## src/rtl/uart_tx_fifo.sv

```systemverilog
// uart_tx_fifo: byte FIFO in front of a UART transmitter (8N1, or 8E1 when UART_TX_PARITY_EN is defined).
// Latency: a byte accepted into an empty, idle block drives its start bit from the next rising edge.
// Backpressure: in_ready drops while FIFO_DEPTH bytes are buffered; writes offered while full are dropped and set overflow.
//
// Ports:
//   clk, rst_n            system clock, asynchronous active-low reset
//   in_data/in_valid      byte write side, accepted when in_valid && in_ready
//   in_ready              FIFO has room (registered state only)
//   serial_tx             registered UART line, idle high, LSB first
//   busy                  frame on the line or bytes buffered
//   fifo_count            bytes currently buffered
//   send_count            completed frames since reset (wraps)
//   overflow              sticky: a write was offered while full
//
// Optional feature macro: UART_TX_PARITY_EN inserts an even parity bit between the data and stop bits.

// Generic synchronous FIFO with combinational head read; count and pointers are registered.
// Latency: a pushed entry is visible at the head one edge after the push.
// Backpressure: none internally; the caller must not push when full or pop when empty.
module uart_tx_fifo_buf #(
  parameter int WIDTH = 8,
  parameter int DEPTH = 16
) (
  input  logic                     clk,
  input  logic                     rst_n,
  input  logic                     i_push,
  input  logic [WIDTH-1:0]         i_push_dat,
  input  logic                     i_pop,
  output logic [WIDTH-1:0]         o_head_dat,
  output logic [$clog2(DEPTH):0]   o_count
);
  localparam int AW = $clog2(DEPTH);

  logic [WIDTH-1:0] r_mem [DEPTH];
  logic [AW-1:0]    r_wr_ptr;
  logic [AW-1:0]    r_rd_ptr;
  logic [AW:0]      r_count;

  // Storage is not reset: an empty count makes stale contents unreachable.
  always_ff @(posedge clk) begin
    if (i_push) r_mem[r_wr_ptr] <= i_push_dat;
  end

  always_ff @(posedge clk or negedge rst_n) begin
    if (!rst_n) begin
      r_wr_ptr <= '0;
      r_rd_ptr <= '0;
      r_count  <= '0;
    end else begin
      if (i_push) r_wr_ptr <= r_wr_ptr + 1'b1;
      if (i_pop)  r_rd_ptr <= r_rd_ptr + 1'b1;
      // Simultaneous push and pop leaves the count unchanged.
      case ({i_push, i_pop})
        2'b10:   r_count <= r_count + 1'b1;
        2'b01:   r_count <= r_count - 1'b1;
        default: r_count <= r_count;
      endcase
    end
  end

  assign o_head_dat = r_mem[r_rd_ptr];
  assign o_count    = r_count;
endmodule

module uart_tx_fifo #(
  parameter int CLK_FREQ   = 50_000_000,
  parameter int BAUD       = 115200,
  parameter int FIFO_DEPTH = 16
) (
  input  logic                          clk,
  input  logic                          rst_n,
  input  logic [7:0]                    in_data,
  input  logic                          in_valid,
  output logic                          in_ready,
  output logic                          serial_tx,
  output logic                          busy,
  output logic [$clog2(FIFO_DEPTH):0]   fifo_count,
  output logic [15:0]                   send_count,
  output logic                          overflow
);
  localparam int CLKS_PER_BIT = CLK_FREQ / BAUD;
  localparam int CNT_W        = $clog2(CLKS_PER_BIT + 1);
  localparam int CW           = $clog2(FIFO_DEPTH) + 1;
  localparam logic [CNT_W-1:0] BIT_LAST = CNT_W'(CLKS_PER_BIT - 1);
  localparam logic [CW-1:0]    DEPTH_C  = CW'(FIFO_DEPTH);

`ifdef UART_TX_PARITY_EN
  typedef enum logic [2:0] {
    S_IDLE   = 3'd0,
    S_START  = 3'd1,
    S_DATA   = 3'd2,
    S_PARITY = 3'd3,
    S_STOP   = 3'd4
  } state_t;
`else
  typedef enum logic [2:0] {
    S_IDLE  = 3'd0,
    S_START = 3'd1,
    S_DATA  = 3'd2,
    S_STOP  = 3'd4
  } state_t;
`endif

  state_t           r_state;
  logic [CNT_W-1:0] r_baud;
  logic [2:0]       r_bit_idx;
  logic [7:0]       r_shift;
  logic             r_tx;
  logic [15:0]      r_send_cnt;
  logic             r_ovf;
  logic             r_rdy_en;
`ifdef UART_TX_PARITY_EN
  logic             r_parity;
`endif

  logic [7:0]    w_head;
  logic [CW-1:0] w_count;
  logic          w_full;
  logic          w_push;
  logic          w_pop;
  logic          w_bit_end;

  // r_rdy_en holds in_ready low during reset and lets it rise on the first edge after release.
  assign w_full    = (w_count == DEPTH_C);
  assign in_ready  = r_rdy_en && !w_full;
  assign w_push    = in_valid && in_ready;
  assign w_bit_end = (r_baud == BIT_LAST);
  // Pops depend only on registered state, so in_ready never sees them combinationally.
  assign w_pop     = (w_count != '0) &&
                     ((r_state == S_IDLE) || ((r_state == S_STOP) && w_bit_end));

  uart_tx_fifo_buf #(
    .WIDTH (8),
    .DEPTH (FIFO_DEPTH)
  ) u_buf (
    .clk        (clk),
    .rst_n      (rst_n),
    .i_push     (w_push),
    .i_push_dat (in_data),
    .i_pop      (w_pop),
    .o_head_dat (w_head),
    .o_count    (w_count)
  );

  always_ff @(posedge clk or negedge rst_n) begin
    if (!rst_n) begin
      r_rdy_en <= 1'b0;
      r_ovf    <= 1'b0;
    end else begin
      r_rdy_en <= 1'b1;
      if (in_valid && w_full) r_ovf <= 1'b1;
    end
  end

  always_ff @(posedge clk or negedge rst_n) begin
    if (!rst_n) begin
      r_state    <= S_IDLE;
      r_baud     <= '0;
      r_bit_idx  <= '0;
      r_shift    <= '0;
      r_tx       <= 1'b1;
      r_send_cnt <= '0;
`ifdef UART_TX_PARITY_EN
      r_parity   <= 1'b0;
`endif
    end else begin
      if ((r_state == S_IDLE) || w_bit_end) r_baud <= '0;
      else                                  r_baud <= r_baud + 1'b1;

      case (r_state)
        S_IDLE: begin
          if (w_pop) begin
            r_shift <= w_head;
`ifdef UART_TX_PARITY_EN
            r_parity <= ^w_head;
`endif
            r_tx    <= 1'b0;
            r_state <= S_START;
          end
        end
        S_START: begin
          if (w_bit_end) begin
            r_bit_idx <= '0;
            r_tx      <= r_shift[0];
            r_state   <= S_DATA;
          end
        end
        S_DATA: begin
          if (w_bit_end) begin
            if (r_bit_idx == 3'd7) begin
`ifdef UART_TX_PARITY_EN
              r_tx    <= r_parity;
              r_state <= S_PARITY;
`else
              r_tx    <= 1'b1;
              r_state <= S_STOP;
`endif
            end else begin
              // r_shift[1] is the next data bit before this shift takes effect.
              r_bit_idx <= r_bit_idx + 1'b1;
              r_shift   <= {1'b0, r_shift[7:1]};
              r_tx      <= r_shift[1];
            end
          end
        end
`ifdef UART_TX_PARITY_EN
        S_PARITY: begin
          if (w_bit_end) begin
            r_tx    <= 1'b1;
            r_state <= S_STOP;
          end
        end
`endif
        S_STOP: begin
          if (w_bit_end) begin
            r_send_cnt <= r_send_cnt + 16'd1;
            // Chain straight into the next start bit when more data is waiting.
            if (w_pop) begin
              r_shift <= w_head;
`ifdef UART_TX_PARITY_EN
              r_parity <= ^w_head;
`endif
              r_tx    <= 1'b0;
              r_state <= S_START;
            end else begin
              r_state <= S_IDLE;
            end
          end
        end
        default: begin
          r_tx    <= 1'b1;
          r_state <= S_IDLE;
        end
      endcase
    end
  end

  assign serial_tx  = r_tx;
  assign busy       = (r_state != S_IDLE) || (w_count != '0);
  assign fifo_count = w_count;
  assign send_count = r_send_cnt;
  assign overflow   = r_ovf;
endmodule

```

## config.mk

```make
export PLATFORM = sky130hd
export DESIGN_NAME = uart_tx_fifo
export DESIGN_NICKNAME = d
export VERILOG_FILES = /design/src/rtl/uart_tx_fifo.sv
export SDC_FILE = /design/constraint.sdc
export NUM_CORES = 1
export LEC_CHECK = 0
export ABC_AREA = 1
export CORE_ASPECT_RATIO = 0.8
export CORE_MARGIN = 8
export CORE_UTILIZATION = 68
export DETAILED_ROUTE_END_ITERATION = 10
export DONT_BUFFER_PORTS = 1
export HOLD_SLACK_MARGIN = 0.15
export PLACE_DENSITY = 0.84
export SYNTH_ARGS = -nofsm -noshare
export SYNTH_HDL_FRONTEND = slang
export SYNTH_SLANG_ARGS = --single-unit
```

## constraint.sdc

```tcl
create_clock -name clk -period 5.3 [get_ports clk]
set_input_delay 0.265 -clock clk [delete_from_list [all_inputs] [get_ports clk]]
set_output_delay 0.265 -clock clk [all_outputs]
set_load 0.02 [all_outputs]
```

**Yosys cells after proc, flatten, opt, wreduce, memory -nomap -nowiden**

Memories as Yosys holds them, arrays and structs flattened.
Index checks and enable logic that the tools add are counted.
Widths: inputs -> output; s select.

- Bits in writable memories: 128
- Word-level logic and storage cells: 79
- Memories: 1
- Register bits after elaboration: 55

- Add/sub/neg operators: 7
- Multiplexer cells: 26
- Equal/unequal tests: 14
- Reductions and logical operators: 20

Memory list:

| name | depth | bits a word | rd ports | clocked after memory_dff | write ports | RTL line | RTL |
|---|---|---|---|---|---|---|---|
| u_buf.r_mem | 16 | 8 | 1 | 0 | 1 | 34 | `logic [WIDTH-1:0] r_mem [DEPTH];` |

Operator list:

| operator | number |
|---|---|
| $mux 8 | 4 |
| $mux 3 | 8 |
| $pmux 8 s3 | 1 |
| $add 16x1->16 const B | 1 |
| $pmux 3 s4 | 1 |
| $ne 2x2->1 const B | 5 |
| $pmux 5 s2 | 1 |
| $add 9x1->9 const B | 1 |
| $eq 9x9->1 const B | 1 |
| $mux 9 | 1 |
| $add 4x1->4 const B | 2 |
| $mux 1 | 8 |
| $reduce_and 4->1 | 2 |
| $eq 3x3->1 const B | 2 |
| $pmux 3 s2 | 1 |
| $reduce_bool 3->1 | 2 |
| $add 5x1->5 const B | 1 |
| $eq 5x5->1 const B | 1 |
| $logic_and 1x1->1 | 5 |
| $reduce_and 5->1 | 1 |
| $reduce_bool 5->1 | 1 |
| $sub 5x1->5 const B | 1 |
| $pmux 1 s4 | 1 |
| $reduce_bool 2->1 | 2 |
| 11 further kinds | 13 |

**Longest topological paths before layout**

Gate-level depths: netlist of run 1.

- Word-level depth: 7
- Depth in mapped cells: 20

**By module**

From an unflattened synthesis of run 1, not the netlist that was laid out.

- Cell total of the unflattened synthesis: 796
- Area, all modules: 8239.2 µm²

Modules (own cells, without submodules):

| module | area an instance (µm²) | times used | seq. area each (µm²) | cells each |
|---|---|---|---|---|
| uart_tx_fifo_buf | 5978.2 | 1 | 4169.0 | 512 |
| uart_tx_fifo | 2260.9 | 1 | 1052.3 | 284 |

**Worst setup path after synthesis of run 1**

No wires, ideal clock.

- Path type: reg-to-reg
- From: reg u_buf.r_count[1], in the netlist u_buf.o_count[1]
- To: reg u_buf.r_count[4], in the netlist u_buf.o_count[4]
- Slack: 2.744 ns
- Data arrival time: 2.435 ns
- Clock period less this slack: 2.556 ns
- Stages on the path, launching flop included: 20
- Cell sequence: dfrtp_1 > inv_1 > nand3_1 > nor2_1 > inv_1 > nand2_1 > nor2_2 > inv_1 > ha_1 > buf_2 > xor2_1 > ha_1 > inv_1 > nand2_1 > nand2_1 > o21ai_1 > a21oi_1 > o21ai_0 > nand2_1 > nand2_1

- Word-level cells in the longest chain between the ends: 6
- Elaborated cells between the ends (all ways): 12
- Classes of those cells: add/sub (2); eq/ne (3); mux (1); reduce/logical (6)

Ends and longest elaborated chain:

| item | RTL line | RTL |
|---|---|---|
| from (decl) | 37 | `logic [AW:0] r_count;` |
| from (signal assigned) | 54 | `2'b10: r_count <= r_count + 1'b1;` |
| from (signal assigned) | 55 | `2'b01: r_count <= r_count - 1'b1;` |
| from (signal assigned) | 56 | `default: r_count <= r_count;` |
| $eq 5x5->1 | 124 | `assign w_full = (w_count == DEPTH_C);` |
| $logic_not 1->1 | 125 | `assign in_ready = r_rdy_en && !w_full;` |
| $logic_and 1x1->1 | 125 |  |
| $logic_and 1x1->1 | 126 | `assign w_push = in_valid && in_ready;` |
| $eq 2x1->1 / $eq 2x2->1 (equally long branches) | 53 | `case ({i_push, i_pop})` |
| $pmux 5 s2 / $reduce_bool 2->1 (equally long branches) | -- |  |

Several ways; a longest one is shown, not always the timed one.
A chain may end at the register's enable or synchronous reset.

**Final worst setup path of run 1**

Ends and elaborated chain as after synthesis.

==> results of run 1 <==
through the flow:
| stage | utilization | instance area (µm²) | total power, mW |
|---|---|---|---|
| 3_5_place_dp | 0.707 | 8200 | 3.28 |
| 4_1_cts | 0.768 | 8910 | 4.55 |
| 5_1_grt | 0.768 | 8910 | 4.81 |
| 2_1_floorplan | - | 8150 | 2.96 |
| 6_report | 0.768 | 8910 | 4.57 |
| 3_3_place_gp | 0.707 | 8200 | 3.18 |
registers in the layout, indices dropped and copies added, names as in the netlist:
| register | flops |
|---|---|
| u_buf.r_mem | 128 |
| u_buf.r_wr_ptr | 4 |
| u_buf.r_rd_ptr | 4 |
| send_count | 16 |
| r_rdy_en | 1 |
| r_state | 3 |
| r_shift | 8 |
| serial_tx | 1 |
| r_bit_idx | 3 |
| r_baud | 9 |
| u_buf.o_count | 5 |
| overflow | 1 |
final timing paths:
path / startpoint / to / slack [ps]
max: u_buf.o_count[1] / u_buf.o_count[4] / 2190
min: rst_n / r_shift[4] / 350
max reg2reg: u_buf.o_count[1] / u_buf.o_count[4] / 2190
min reg2reg: r_shift[6] / r_shift[6] / 480
max in group asynchronous: rst_n / serial_tx / 4640
min in group clk: r_shift[6] / r_shift[6] / 480
metal layers:
metal / GRT usage / vias up / share of wire
met4: 0.0773 / 0 / 0.022
met1: 0.285 / 2825 / 0.41
li1: - / 2666 / -
met3: 0.0511 / 48 / 0.080
met5: 0 / - / 0
met2: 0.377 / 300 / 0.49
critical path, stage by stage, from the launching register on:
cell     delay (ps)
dfrtp_1         560
inv_1           160
nand3_1         150
nor2_1           50
inv_1            70
nand2_1          80
nor2_2          300
inv_1           130
ha_1            330
xor2_1          190
ha_1            200
inv_1            50
nand2_1          60
nand2_1         120
o21ai_1         110
a21oi_1         180
o21ai_0         110
nand2_1          80
nand2_1          50
area by class of cell:
class                           count  area (µm²)
Sequential cell                   183        5220
Fill cell                         679        2690
Clock buffer                       17         425
Multi-Input combinational cell    511        2520
Tap cell                          148         185
Timing Repair Buffer               12         135
Clock inverter                     15         155
Inverter                           70         263
Yosys cell counts (5+ instances only):
master	number	area, µm²
o211ai_1	14	105
nand3_1	69	345
inv_1	61	229
xor2_1	19	166
clkbuf_1	9	33.8
nor3_1	11	55.1
buf_2	14	70.1
nand2_1	135	507
nor2_1	140	526
dfrtp_1	54	1350
inv_2	7	26.3
a21oi_1	5	25.0
edfxtp_1	128	3840
o21ai_0	68	340
nor3b_1	5	37.5
ha_1	13	163
nor2_2	5	31.3
placed cells by master, fill, tap and decap left out, types with 7 or more instances in the layout:
cell type	count
o21ai_0	68
inv_2	7
clkbuf_16	17
o211ai_1	14
inv_1	61
nand2_1	135
dfrtp_1	53
inv_6	8
dlygate4sd3_1	10
nor2_1	140
nand3_1	69
nor3_1	11
edfxtp_1	128
xor2_1	19
ha_1	13
what timing repair did:
action	4_1_cts	5_1_grt
hold endpoints to repair	184	0
hold buffers	11	0
setup buffers	0	0
where the power goes:
| part | total [mW] | internal (mW) | switching [mW] |
|---|---|---|---|
| combinational | 1.43 | 0.442 | 0.984 |
| clock | 1.24 | 0.669 | 0.575 |
| sequential | 1.90 | 1.70 | 0.203 |
| total | 4.57 | 2.81 | 1.76 |
cells by family (layout without fill, tap and decap cells):
kind of cell,count (synthesis),after routing,share of synthesized area
buf+inv,99,114,0.0500
simple gates,379,379,0.200
fa+ha+maj,13,13,0.0199
xor+xnor,23,23,0.0247
flops,183,183,0.640
other cells,1,1,0.000460
compound gates,95,95,0.0648
==> flow_summary.ini, run 1 <==
[drt]
first_pass_iters = 6
drc_errors = 0
drtAntennaViolNets = 0
drtIter0Drc = 725
wl_um = 17700
vias = 5839
viasPerCell = 6.11
wl_per_cell_um = 18.6

[timing]
drv_slew = 0
period_share = 0.586
rsz0062_at_grt = no
period_needed_ps = 3110
fin_ws_ps = 2190
tightest_slew_ps = 969
hold_viol_final = 0
finClkSkew_ps = 11.5
slew_headroom = 0.352
setup_violations = 0
whs_ps = 348
setup_tns_ps = 0
max_freq_mhz = 322

[cts]
cts-resized-gates = 0
cts_num_sinks = 183
clk_path_buf_depth = 2
cts_tree = built
clk_pin_slew_ps = 70
clk-insertion-delay-late_ps = 430
cts-root-buf = clkbuf_16
numCtsBuffers = 17
cts_max_level = 4

[grt]
grt_max_degree = 75
first_global_vias = 5654
grt_pass1_wl_um = 28300
antenna_found_initial = 0
overflow = 0
track_usage = 0.225

[setup_path]
startpoint_type = register
critPathRequiredTime_ps = 5620
critPathKind = register to register
endpoint_kind = register
arrival_ps = 3430
cp_max_fo = 10
reg2regPathDepth = 18

[place]
gp_congestion = 0.842
numPlacedInstances = 913
numPortBuffers = 0
dp_slack_ps = 2310
dp_hpwl_um = 11200

[yosys]
synth_edf_count = 128
synth_cell_types = 37
async_reset_ff_frac = 0.301
ys_ff_latch = 183
syn_inst = 793
netlist_area_mm2 = 0.00815
syn_nets = 817
ys.flop_type = edfxtp_1
synth_warnings = 0
yosysSeqAreaShare = 0.640
syn_avg_cell_area_um2 = 10.3

[floorplan]
die_w_um = 138
ios = 36
coreArea_mm2 = 0.0116
initial_core_util = 0.703
row_count = 35
die_area_mm2 = 0.0158
die_y_um = 114

[final_layout]
drive_above_1_share = 0.0705
stdcell_count = 956
diodes = 0
syn_to_final_growth_pct = 9.28
nets = 819

[power]
max-vdd-ir-drop_mv = 0.484
power.density_mw_per_mm2 = 513
p_leak_nw = 3.53

[run_status]
outcome = finished, final reports clean

[flow_run]
maxCapViolCount = 0

[min_path]
min_path_type = input pin to asynchronous set/reset pin
Note: power is estimated with default switching activity, not from simulation.
==> run 2: changes to the inputs <==
--- a/config.mk
+++ b/config.mk
@@ -8,11 +8,11 @@
 export ABC_AREA = 1
 export CORE_ASPECT_RATIO = 0.8
 export CORE_MARGIN = 8
-export CORE_UTILIZATION = 68
+export CORE_UTILIZATION = 57
 export DETAILED_ROUTE_END_ITERATION = 10
 export DONT_BUFFER_PORTS = 1
 export HOLD_SLACK_MARGIN = 0.15
-export PLACE_DENSITY = 0.84
+export PLACE_DENSITY = 0.75
 export SYNTH_ARGS = -nofsm -noshare
 export SYNTH_HDL_FRONTEND = slang
 export SYNTH_SLANG_ARGS = --single-unit
==> constraint.sdc (replaced) <==
create_clock -name clk -period 2.6 [get_ports clk]
set_input_delay 0.13 -clock clk [delete_from_list [all_inputs] [get_ports clk]]
set_output_delay 0.13 -clock clk [all_outputs]
set_load 0.02 [all_outputs]
==> flow_summary.ini, run 2 (synthesis gave the netlist of run 1 again) <==
[setup_path]
cp_top_family = simple AND/OR/NAND/NOR gates
crit_top_cell = nand2_1
critPathRequiredTime_ps = 2920
path_buf_inv = 2
slowest_delay_ps = 380
critPathKind = register to register
startpoint_type = register
cp_max_fo = 5
endpoint_kind = register
slowest_stage = dfrtp_1
arrival_ps = 2760
crit_chain = nor2_1, nand4_1, nand2_4, inv_2, ha_4, xor2_2, ha_1, inv_1, nand2_1, nand2_1, o21ai_2, a21oi_2, o21ai_0, nand2_1, nand2_1

[grt]
track_usage = 0.195
overflow = 0
grt_pass1_wl_um = 27800
first_global_vias = 5424
grt_max_degree = 74
antenna_found_initial = 0

[place]
dp_hpwl_um = 11100
numPortBuffers = 0
dp_slack_ps = 47.4
gp_congestion = 0.874
placed_area_mm2 = 0.00848

[cts]
clk_pin_slew_ps = 60
clk_path_buf_depth = 2
clk-insertion-delay-late_ps = 420
cts_num_sinks = 183
cts-root-buf = clkbuf_16
cts_max_level = 4
numCtsBuffers = 17
cts_tree = built

[final_layout]
layout_commonest_cell = nor2_1
nets = 847
largest_reg_flops = 128
postLayoutCoreUtil = 0.653
fin_area_mm2 = 0.00924
fill_cells = 1066
diodes = 0
syn_to_final_growth_pct = 13.4
top_register = u_buf.r_mem
final_cell_mix = nor2_1 (139), nand2_1 (135), edfxtp_1 (128), nand3_1 (69), o21ai_0 (68)
drive_above_1_share = 0.104

[flow_run]
maxCapViolCount = 0

[timing]
setup_violations = 0
period_needed_ps = 2450
fin_ws_ps = 154
finClkSkew_ps = 6.93
period_share = 0.941
max_freq_mhz = 409
drv_slew = 0
tightest_slew_ps = 815
whs_ps = 232
slew_headroom = 0.454
hold_viol_final = 0

[power]
p_leak_nw = 3.69
clockPowerShare = 0.265
internal_power_mw = 6.11
swShare = 0.362
power.density_mw_per_mm2 = 1040
p_sw_mw = 3.47
p_total_mw = 9.58
seqPwrFrac = 0.386
pwr-share-comb = 0.349
max-vdd-ir-drop_mv = 0.939

[floorplan]
row_count = 39
die_area_mm2 = 0.0184
die_w_um = 150
die_y_um = 123
initial_core_util = 0.576
ios = 36
coreArea_mm2 = 0.0142

[drt]
drtIter0Drc = 478
drc_errors = 0
vias = 5699
wl_per_cell_um = 17.0
first_pass_iters = 7
viasPerCell = 5.59
drtAntennaViolNets = 0
wl_um = 17400

[min_path]
min_path_type = input pin to asynchronous set/reset pin

[run_status]
outcome = finished, final reports clean
==> run 2: power groups by stage <==
stage	combinational, mW	clock (mW)	sequential [mW]
floorplan	2.29	0	3.75
global placement	3.02	0	3.73
detailed placement	3.13	0	3.75
CTS	3.24	2.56	3.70
global route	3.75	2.69	3.72
finish	3.34	2.54	3.69
==> run 2: area by class of cell <==
type / instances / area (µm²) / share of cell area
flip-flops and latches: 183 / 5220 / 0.565
multi-input cells: 511 / 2560 / 0.277
clock buffers: 23 / 488 / 0.0528
repair buffers: 40 / 383 / 0.0414
inverters: 70 / 263 / 0.0284
well taps: 184 / 230 / 0.0249
clock inverters: 9 / 97.6 / 0.0106
==> run 2: metal layers <==
metal / GRT usage / vias to the layer above / wire, µm
met5: 0 / - / 0
met4: 0.0692 / 0 / 305
met3: 0.0479 / 28 / 1170
met2: 0.305 / 201 / 8020
met1: 0.262 / 2752 / 7870
li1: - / 2718 / -
==> run 2: final timing paths <==
check | start | to | slack (ps) | cells after the start
setup / recovery | u_buf.o_count[0] | u_buf.o_count[4] | 150 | 15
hold / removal | rst_n | r_baud[7] | 230 | 2
setup reg to reg | u_buf.o_count[0] | u_buf.o_count[4] | 150 | 15
hold reg to reg | r_baud[0] | r_baud[0] | 470 | 1
max in group asynchronous | rst_n | serial_tx | 2080 | 2
min in group clk | in_valid | overflow | 450 | 3
==> run 2: stage by stage <==
| step | TNS, ps | cells |
|---|---|---|
| CTS | 0 | 1018 |
| detailed placement | 0 | 975 |
| global route | -12.1 | 1020 |
| global placement | 0 | 975 |
| finish | 0 | 1020 |
| floorplan | 0 | 793 |
==> run 2: repair_timing <==
| item | CTS | global route |
|---|---|---|
| hold buffers | 11 | 0 |
| pin swaps | 0 | 4 |
| endpoints found under the hold margin | 185 | 0 |
| setup endpoints to repair | 1 | 2 |
| buffers inserted | 0 | 2 |
| gates cloned | 0 | 0 |
| resized for setup | 1 | 7 |
